**config.mk**
```make
export PLATFORM = sky130hd
export DESIGN_NAME = fp_addsub_sched_flat
export DESIGN_NICKNAME = d
export VERILOG_FILES = /design/src/rtl/fp_addsub_sched_pkg.sv /design/src/rtl/fp_addsub_sched_if.sv /design/src/rtl/fp_adder.sv /design/src/rtl/fp_addsub_sched_arb.sv /design/src/rtl/fp_addsub_sched.sv /design/src/flat_wrapper.sv
export SDC_FILE = /design/constraint.sdc
export NUM_CORES = 1
export LEC_CHECK = 0
export CAP_MARGIN = 15
export CORE_ASPECT_RATIO = 0.8
export CORE_MARGIN = 1
export CORE_UTILIZATION = 48
export CTS_BUF_LIST = sky130_fd_sc_hd__clkbuf_4
export CTS_CLUSTER_SIZE = 8
export DETAILED_ROUTE_END_ITERATION = 12
export PLACE_DENSITY = 0.74
export SETUP_SLACK_MARGIN = 0.4
export SYNTH_ARGS = -nofsm -noshare
export SYNTH_HDL_FRONTEND = slang
export SYNTH_SLANG_ARGS = --single-unit
```
**constraint.sdc**
```tcl
create_clock -name clk -period 13.3 [get_ports clk]
set_input_delay 2.66 -clock clk [delete_from_list [all_inputs] [get_ports clk]]
set_output_delay 2.66 -clock clk [all_outputs]
set_load 0.02 [all_outputs]
```
**src/rtl/fp_addsub_sched_pkg.sv**
```systemverilog
// Shared types and constants for the fp_addsub_sched adder scheduler.
package fp_addsub_sched_pkg;

    localparam int unsigned FP_W    = 32;
    localparam int unsigned FP_SIGN = 31;
    localparam int unsigned CNT_W   = 4;

    typedef enum logic [1:0] {
        S_IDLE = 2'd0,
        S_EXEC = 2'd1,
        S_RESP = 2'd2
    } state_e;

    typedef struct packed {
        logic [FP_W-1:0] a;
        logic [FP_W-1:0] b;
    } fp_ops_t;

    // Subtraction is addition with the sign of b inverted.
    function automatic logic [FP_W-1:0] apply_sub(input logic [FP_W-1:0] x, input logic sub);
        return {x[FP_SIGN] ^ sub, x[FP_SIGN-1:0]};
    endfunction

endpackage

```
**src/rtl/fp_addsub_sched_if.sv**
```systemverilog
// Request/response bundle between the FP issue points and the adder scheduler.
interface fp_addsub_sched_if;
    import fp_addsub_sched_pkg::*;

    logic            req0_valid;
    logic            req0_ready;
    logic [FP_W-1:0] req0_a;
    logic [FP_W-1:0] req0_b;
    logic            req0_sub;
    logic            req1_valid;
    logic            req1_ready;
    logic [FP_W-1:0] req1_a;
    logic [FP_W-1:0] req1_b;
    logic            req1_sub;
    logic            resp_valid;
    logic            resp_ready;
    logic            resp_id;
    logic [FP_W-1:0] resp_s;
    logic            busy;

    modport master (
        output req0_valid, req0_a, req0_b, req0_sub,
        output req1_valid, req1_a, req1_b, req1_sub,
        output resp_ready,
        input  req0_ready, req1_ready, resp_valid, resp_id, resp_s, busy
    );

    modport slave (
        input  req0_valid, req0_a, req0_b, req0_sub,
        input  req1_valid, req1_a, req1_b, req1_sub,
        input  resp_ready,
        output req0_ready, req1_ready, resp_valid, resp_id, resp_s, busy
    );

endinterface

```
**src/rtl/fp_adder.sv**
```systemverilog
// Combinational IEEE-754 single adder: zero exponent flushes to zero, truncating round,
// overflow saturates to infinity. No NaN/Inf operand handling.
module fp_adder
    import fp_addsub_sched_pkg::*;
(
    input  logic [FP_W-1:0] a,
    input  logic [FP_W-1:0] b,
    output logic [FP_W-1:0] s
);

    // hidden bit + 23 fraction bits + 3 alignment bits
    localparam int unsigned MW = 27;

    logic            a_big;
    logic [FP_W-1:0] w_big;
    logic [FP_W-1:0] w_sml;
    logic [7:0]      e_big;
    logic [7:0]      e_sml;
    logic [7:0]      e_diff;
    logic [MW-1:0]   m_big;
    logic [MW-1:0]   m_sml;
    logic [MW-1:0]   m_sh;
    logic [MW:0]     sum;
    logic [MW-1:0]   norm;
    logic [4:0]      lz;
    logic [9:0]      e_res;
    logic [22:0]     frac;

    always_comb begin
        a_big  = a[FP_SIGN-1:0] >= b[FP_SIGN-1:0];
        w_big  = a_big ? a : b;
        w_sml  = a_big ? b : a;
        e_big  = w_big[30:23];
        e_sml  = w_sml[30:23];
        m_big  = (e_big != 8'd0) ? {1'b1, w_big[22:0], 3'b000} : '0;
        m_sml  = (e_sml != 8'd0) ? {1'b1, w_sml[22:0], 3'b000} : '0;
        e_diff = e_big - e_sml;
        m_sh   = (e_diff >= 8'(MW)) ? '0 : (m_sml >> e_diff);

        if (w_big[FP_SIGN] == w_sml[FP_SIGN]) begin
            sum = {1'b0, m_big} + {1'b0, m_sh};
        end else begin
            sum = {1'b0, m_big} - {1'b0, m_sh};
        end

        lz = '0;
        for (int i = 0; i < int'(MW); i++) begin
            if (sum[i]) lz = 5'(int'(MW) - 1 - i);
        end
        norm = sum[MW-1:0] << lz;

        if (sum[MW]) begin
            frac  = sum[MW-1:MW-23];
            e_res = 10'(e_big) + 10'd1;
        end else begin
            frac  = norm[MW-2:MW-24];
            e_res = 10'(e_big) - 10'(lz);
        end

        // Exact cancellation is +0 unless both inputs were negative.
        if (sum == '0) begin
            s = {w_big[FP_SIGN] & w_sml[FP_SIGN], 31'd0};
        end else if (e_res[9] || (e_res == 10'd0)) begin
            s = {w_big[FP_SIGN], 31'd0};
        end else if (e_res >= 10'd255) begin
            s = {w_big[FP_SIGN], 8'hFF, 23'd0};
        end else begin
            s = {w_big[FP_SIGN], e_res[7:0], frac};
        end
    end

endmodule

```
**src/rtl/fp_addsub_sched_arb.sv**
```systemverilog
// Two-requester round-robin grant; ptr names the requester favoured on contention.
module rr_arb2 (
    input  logic valid0,
    input  logic valid1,
    input  logic ptr,
    output logic grant,
    output logic any
);

    assign any   = valid0 | valid1;
    assign grant = !(valid0 && (!valid1 || !ptr));

endmodule

```
**src/rtl/fp_addsub_sched.sv**
```systemverilog
// Shares one combinational fp_adder between two requesters: round-robin accept,
// hold operands for SETTLE_CYCLES clocks, then return the sum on a tagged response.
module fp_addsub_sched
    import fp_addsub_sched_pkg::*;
#(
    parameter int unsigned SETTLE_CYCLES = 2
) (
    input  logic               clk,
    input  logic               rst,
    fp_addsub_sched_if.slave   bus
);

    state_e          state_q, state_d;
    logic [CNT_W-1:0] cnt_q, cnt_d;
    fp_ops_t         op_q, op_d;
    logic            id_q, id_d;
    logic            rr_ptr_q, rr_ptr_d;
    logic            resp_id_q, resp_id_d;
    logic [FP_W-1:0] resp_s_q, resp_s_d;
    logic [FP_W-1:0] add_s;
    logic            grant;
    logic            any_valid;
    logic            req0_ready_c;
    logic            req1_ready_c;

    rr_arb2 u_arb (
        .valid0 (bus.req0_valid),
        .valid1 (bus.req1_valid),
        .ptr    (rr_ptr_q),
        .grant  (grant),
        .any    (any_valid)
    );

    // Adder sees only the held operand registers: multicycle path from op_q to resp_s_q.
    fp_adder u_add (
        .a (op_q.a),
        .b (op_q.b),
        .s (add_s)
    );

    always_ff @(posedge clk or posedge rst) begin
        if (rst) begin
            state_q   <= S_IDLE;
            cnt_q     <= '0;
            op_q      <= '0;
            id_q      <= 1'b0;
            rr_ptr_q  <= 1'b0;
            resp_id_q <= 1'b0;
            resp_s_q  <= '0;
        end else begin
            state_q   <= state_d;
            cnt_q     <= cnt_d;
            op_q      <= op_d;
            id_q      <= id_d;
            rr_ptr_q  <= rr_ptr_d;
            resp_id_q <= resp_id_d;
            resp_s_q  <= resp_s_d;
        end
    end

    always_comb begin
        state_d      = state_q;
        cnt_d        = cnt_q;
        op_d         = op_q;
        id_d         = id_q;
        rr_ptr_d     = rr_ptr_q;
        resp_id_d    = resp_id_q;
        resp_s_d     = resp_s_q;
        req0_ready_c = 1'b0;
        req1_ready_c = 1'b0;

        unique case (state_q)
            S_IDLE: begin
                req0_ready_c = bus.req0_valid && !grant;
                req1_ready_c = bus.req1_valid && grant;
                if (any_valid) begin
                    op_d.a   = grant ? bus.req1_a : bus.req0_a;
                    op_d.b   = grant ? apply_sub(bus.req1_b, bus.req1_sub)
                                     : apply_sub(bus.req0_b, bus.req0_sub);
                    id_d     = grant;
                    rr_ptr_d = ~grant;
                    cnt_d    = CNT_W'(SETTLE_CYCLES - 1);
                    state_d  = S_EXEC;
                end
            end
            S_EXEC: begin
                if (cnt_q != '0) begin
                    cnt_d = cnt_q - CNT_W'(1);
                end else begin
                    resp_s_d  = add_s;
                    resp_id_d = id_q;
                    state_d   = S_RESP;
                end
            end
            S_RESP: begin
                if (bus.resp_ready) state_d = S_IDLE;
            end
            default: state_d = S_IDLE;
        endcase
    end

    assign bus.req0_ready = req0_ready_c;
    assign bus.req1_ready = req1_ready_c;
    assign bus.resp_valid = (state_q == S_RESP);
    assign bus.busy       = (state_q != S_IDLE);
    assign bus.resp_s     = resp_s_q;
    assign bus.resp_id    = resp_id_q;

endmodule
```
**src/flat_wrapper.sv**
```systemverilog
// flat-port wrapper written by rule: the top's interface ports become plain ports
module fp_addsub_sched_flat import fp_addsub_sched_pkg::*;
#(
    parameter int unsigned SETTLE_CYCLES = 2
)
  (clk, rst, bus_req0_valid, bus_req0_a, bus_req0_b, bus_req0_sub, bus_req1_valid, bus_req1_a, bus_req1_b, bus_req1_sub, bus_resp_ready, bus_req0_ready, bus_req1_ready, bus_resp_valid, bus_resp_id, bus_resp_s, bus_busy);
  fp_addsub_sched_if bus_i ();
  input  logic clk;
  input  logic rst;
  input wire logic [$bits(bus_i.req0_valid)-1:0] bus_req0_valid;
  input wire logic [$bits(bus_i.req0_a)-1:0] bus_req0_a;
  input wire logic [$bits(bus_i.req0_b)-1:0] bus_req0_b;
  input wire logic [$bits(bus_i.req0_sub)-1:0] bus_req0_sub;
  input wire logic [$bits(bus_i.req1_valid)-1:0] bus_req1_valid;
  input wire logic [$bits(bus_i.req1_a)-1:0] bus_req1_a;
  input wire logic [$bits(bus_i.req1_b)-1:0] bus_req1_b;
  input wire logic [$bits(bus_i.req1_sub)-1:0] bus_req1_sub;
  input wire logic [$bits(bus_i.resp_ready)-1:0] bus_resp_ready;
  output wire logic [$bits(bus_i.req0_ready)-1:0] bus_req0_ready;
  output wire logic [$bits(bus_i.req1_ready)-1:0] bus_req1_ready;
  output wire logic [$bits(bus_i.resp_valid)-1:0] bus_resp_valid;
  output wire logic [$bits(bus_i.resp_id)-1:0] bus_resp_id;
  output wire logic [$bits(bus_i.resp_s)-1:0] bus_resp_s;
  output wire logic [$bits(bus_i.busy)-1:0] bus_busy;
  assign bus_i.req0_valid = bus_req0_valid;
  assign bus_i.req0_a = bus_req0_a;
  assign bus_i.req0_b = bus_req0_b;
  assign bus_i.req0_sub = bus_req0_sub;
  assign bus_i.req1_valid = bus_req1_valid;
  assign bus_i.req1_a = bus_req1_a;
  assign bus_i.req1_b = bus_req1_b;
  assign bus_i.req1_sub = bus_req1_sub;
  assign bus_i.resp_ready = bus_resp_ready;
  assign bus_req0_ready = bus_i.req0_ready;
  assign bus_req1_ready = bus_i.req1_ready;
  assign bus_resp_valid = bus_i.resp_valid;
  assign bus_resp_id = bus_i.resp_id;
  assign bus_resp_s = bus_i.resp_s;
  assign bus_busy = bus_i.busy;
  fp_addsub_sched #(.SETTLE_CYCLES(SETTLE_CYCLES)) u_core (.clk(clk), .rst(rst), .bus(bus_i));
endmodule
```
==> results of run 1 <==
sequential cells by signal, indices dropped and copies added, names as in the netlist:
| name | cells |
|---|---|
| u_core.bus.resp_id | 1 |
| u_core.cnt_q | 4 |
| u_core.bus.resp_s | 32 |
| u_core.op_q | 64 |
| u_core.state_q | 2 |
| u_core.rr_ptr_q | 1 |
| u_core.id_q | 1 |
repair_timing:
item	CTS	global route
setup buffers	0	16
pin swaps	0	9
setup endpoints to repair	10	31
resized for setup	2	40
through the flow:
stage	cell area [µm²]	util (%)	hold slack (ns)
floorplan	13200	-	0.445
global placement	15400	57.9	0.468
detailed placement	15400	57.9	0.471
CTS	15500	58.4	0.513
global route	15800	59.6	0.544
finish	15800	59.6	0.509
worst max-delay path, delay by kind of cell (launching register included):
kind / cells / cell delay [ns]
simple gates: 24 / 5.22
fa+ha+maj: 4 / 1.20
compound gates: 17 / 3.64
flops: 1 / 0.47
buf+inv: 4 / 0.52
mux: 3 / 1.23
worst min path at each step:
stage                     cells past startpoint                         startpoint                           endpoint
after global routing                          2   u_core.bus.resp_s[5]$_DFFE_PP0P_   u_core.bus.resp_s[5]$_DFFE_PP0P_
after global placement                        2  u_core.bus.resp_s[31]$_DFFE_PP0P_  u_core.bus.resp_s[31]$_DFFE_PP0P_
after CTS                                     2  u_core.bus.resp_s[27]$_DFFE_PP0P_  u_core.bus.resp_s[27]$_DFFE_PP0P_
after detailed placement                      2  u_core.bus.resp_s[27]$_DFFE_PP0P_  u_core.bus.resp_s[27]$_DFFE_PP0P_
after floorplan                               1        u_core.rr_ptr_q$_DFFE_PP0P_        u_core.rr_ptr_q$_DFFE_PP0P_
final                                         2  u_core.bus.resp_s[27]$_DFFE_PP0P_  u_core.bus.resp_s[27]$_DFFE_PP0P_
metal layers:
| metal | track usage [%] | up-vias | part of all wire, % |
|---|---|---|---|
| met5 | 0 | - | 0.028 |
| met4 | 9.92 | 2 | 2.3 |
| met3 | 9.65 | 68 | 11 |
| met2 | 46.2 | 792 | 41 |
| met1 | 46.7 | 6795 | 46 |
| li1 | - | 6693 | - |
area by class of cell:
type,instances,area [µm²]
Fill cell,2464,10700
Sequential cell,105,2630
Multi-Input combinational cell,1400,9990
Antenna cell,1,2.50
Tap cell,357,447
Inverter,103,389
Clock inverter,6,70.1
Timing Repair Buffer,242,2250
Clock buffer,10,75.1
kinds of logic (layout without fill, tap and decap cells):
group / after synthesis / after routing / share of synthesized area [%]
AO/OA/AOI/OAI: 561 / 561 / 29.0
AND/OR/NAND/NOR: 551 / 551 / 19.6
buffers and inverters: 203 / 361 / 6.13
multiplexers: 160 / 160 / 14.6
flip-flops: 105 / 105 / 19.9
adder cells (fa/ha/maj): 70 / 70 / 6.76
XOR/XNOR: 58 / 58 / 3.91
other: 0 / 1 / 0
cell usage in the layout (no fill, tap or decap), types with 11 or more instances in the layout:
cell type,Yosys,routed
a21o_1,31,31
a22o_1,11,11
clkdlybuf4s50_1,0,171
buf_4,3,70
dfrtp_1,105,104
o21a_1,18,18
nand2_1,223,221
a31oi_1,19,19
nor2b_1,20,20
mux2_2,32,32
nand3_1,38,37
a21oi_1,122,122
nor3_1,36,32
o22ai_1,16,15
a211oi_1,32,28
mux4_2,23,23
or3_1,15,15
xnor2_1,42,40
o21ai_1,16,19
o21ai_0,124,120
ha_1,68,63
xor2_1,15,15
nor2_1,124,122
inv_1,100,99
mux2i_1,105,104
a22oi_1,14,13
and3_1,17,17
o211ai_1,11,11
a222oi_1,32,32
==> flow_summary.ini, run 1 <==
[worst_setup_path]
worstSetupEndpointType = flop
path_class = flop to flop
startpoint = u_core.op_q[21]$_DFFE_PP0P_
rr_worst_depth = 52
slowest_delay_ns = 0.57
required_ns = 13.75
r2r_end = u_core.bus.resp_s[13]$_DFFE_PP0P_
worstSetupStartpointType = flop
critPathArrivalTime_ns = 12.85
endpoint = u_core.bus.resp_s[13]$_DFFE_PP0P_
r2r_setup_slack_ns = 0.90
worstReg2RegStart = u_core.op_q[21]$_DFFE_PP0P_
crit_path_frequent_cell = nand3_1
cp_max_fo = 10
crit_slowest_cell = mux4_2

[synthesis]
synth_area_leaders = dfrtp_1 20%, mux2i_1 8.0%, ha_1 6.5%, nand2_1 6.4%, o21ai_0 4.7%
syn_area_um2 = 13200
ys_warn_count = 0
syn_inst = 1708
async_reset_ff_share_pct = 100
syn-num-nets = 1913
syn_avg_cell_area_um2 = 7.71
synth_cell_types = 97
ys_seq_elements = 105
netlist_top_cells_count = 223 x nand2_1, 124 x nor2_1, 124 x o21ai_0
ys_seq_area_share_pct = 19.9
synth_ff_type = dfrtp_1
synth_edf_count = 0
synth_top_area_share_pct = 19.9
yosysMostFrequentCell = nand2_1
synth_area_leader_cell = dfrtp_1

[placement]
place.gp.congestion = 1.00
pre_cts_ws_ns = 0.325
port-buffer-count = 171
dp_hpwl_um = 36300
placed_cells = 2191

[clock_tree]
ctsLongestPathBuffers = 2
cts.reportedPaths.clkPinSlew_ns = 0.20
clkLatencyLatePin_ns = 0.55
cts_root_buf = clkbuf_4
clock-sinks = 105
cts_buffers = 9
hold_buffers = 0
cts.htree.levels = 3
tritoncts = done

[layout]
syn_to_final_growth_pct = 20.3
drive_gt1_share_pct = 11.7
fin_nets = 2066
finalNonFillerCells = 2224

[floorplan]
die_w_um = 187
io_pins = 172
core_area_um2 = 26600
rows = 53
start_util_pct = 49.5
die_h_um = 150
dieArea_um2 = 28100

[outcome]
status = complete, no violations

[route]
via_per_inst = 6.45
routed_wl_um = 46900
drt_iter0_drc = 1814
wl_per_cell_um = 21.1
dr_total_vias = 14400
firstDrtPassIters = 8
drc = 0
ant_nets = 0

[global_routing]
antenna_found_initial = 2
grt_max_degree = 99
grt_pass1_vias = 13100
grt_overflow = 0
grt_pass1_wl_um = 72300
grt_use_total_pct = 32.5

[sta]
fin_crit_sh_pct = 93.3
hold_viol_final = 0
period_minus_slack_ns = 12.40
clock.fmax_mhz = 80.6
finalSetupTns_ns = 0
tightest_slew_ns = 0.890
report.final.slew_viol_count = 0
max_slew_margin_pct = 40.5
finClkSkew_ns = 0.0171
fin_ws_ns = 0.897
rsz0062_at_grt = false
setup_viol = 0

[worst_hold_path]
hold_path.class = flop to flop

[flow_run]
drv_cap = 0
Power of run 1 is left out: the tool's default activity adds up to more than one toggle a clock period on the data nets, which glitch-free logic cannot reach.
==> inputs of run 2 (changes only) <==
--- a/config.mk
+++ b/config.mk
@@ -5,6 +5,7 @@
 export SDC_FILE = /design/constraint.sdc
 export NUM_CORES = 1
 export LEC_CHECK = 0
+export ABC_CLOCK_PERIOD_IN_PS = 13300
 export CAP_MARGIN = 15
 export CORE_ASPECT_RATIO = 0.8
 export CORE_MARGIN = 1
==> results of run 2 <==
Final layout, timing and power as in run 1 (identical DEF).
Power of run 2 is left out for the same reason.
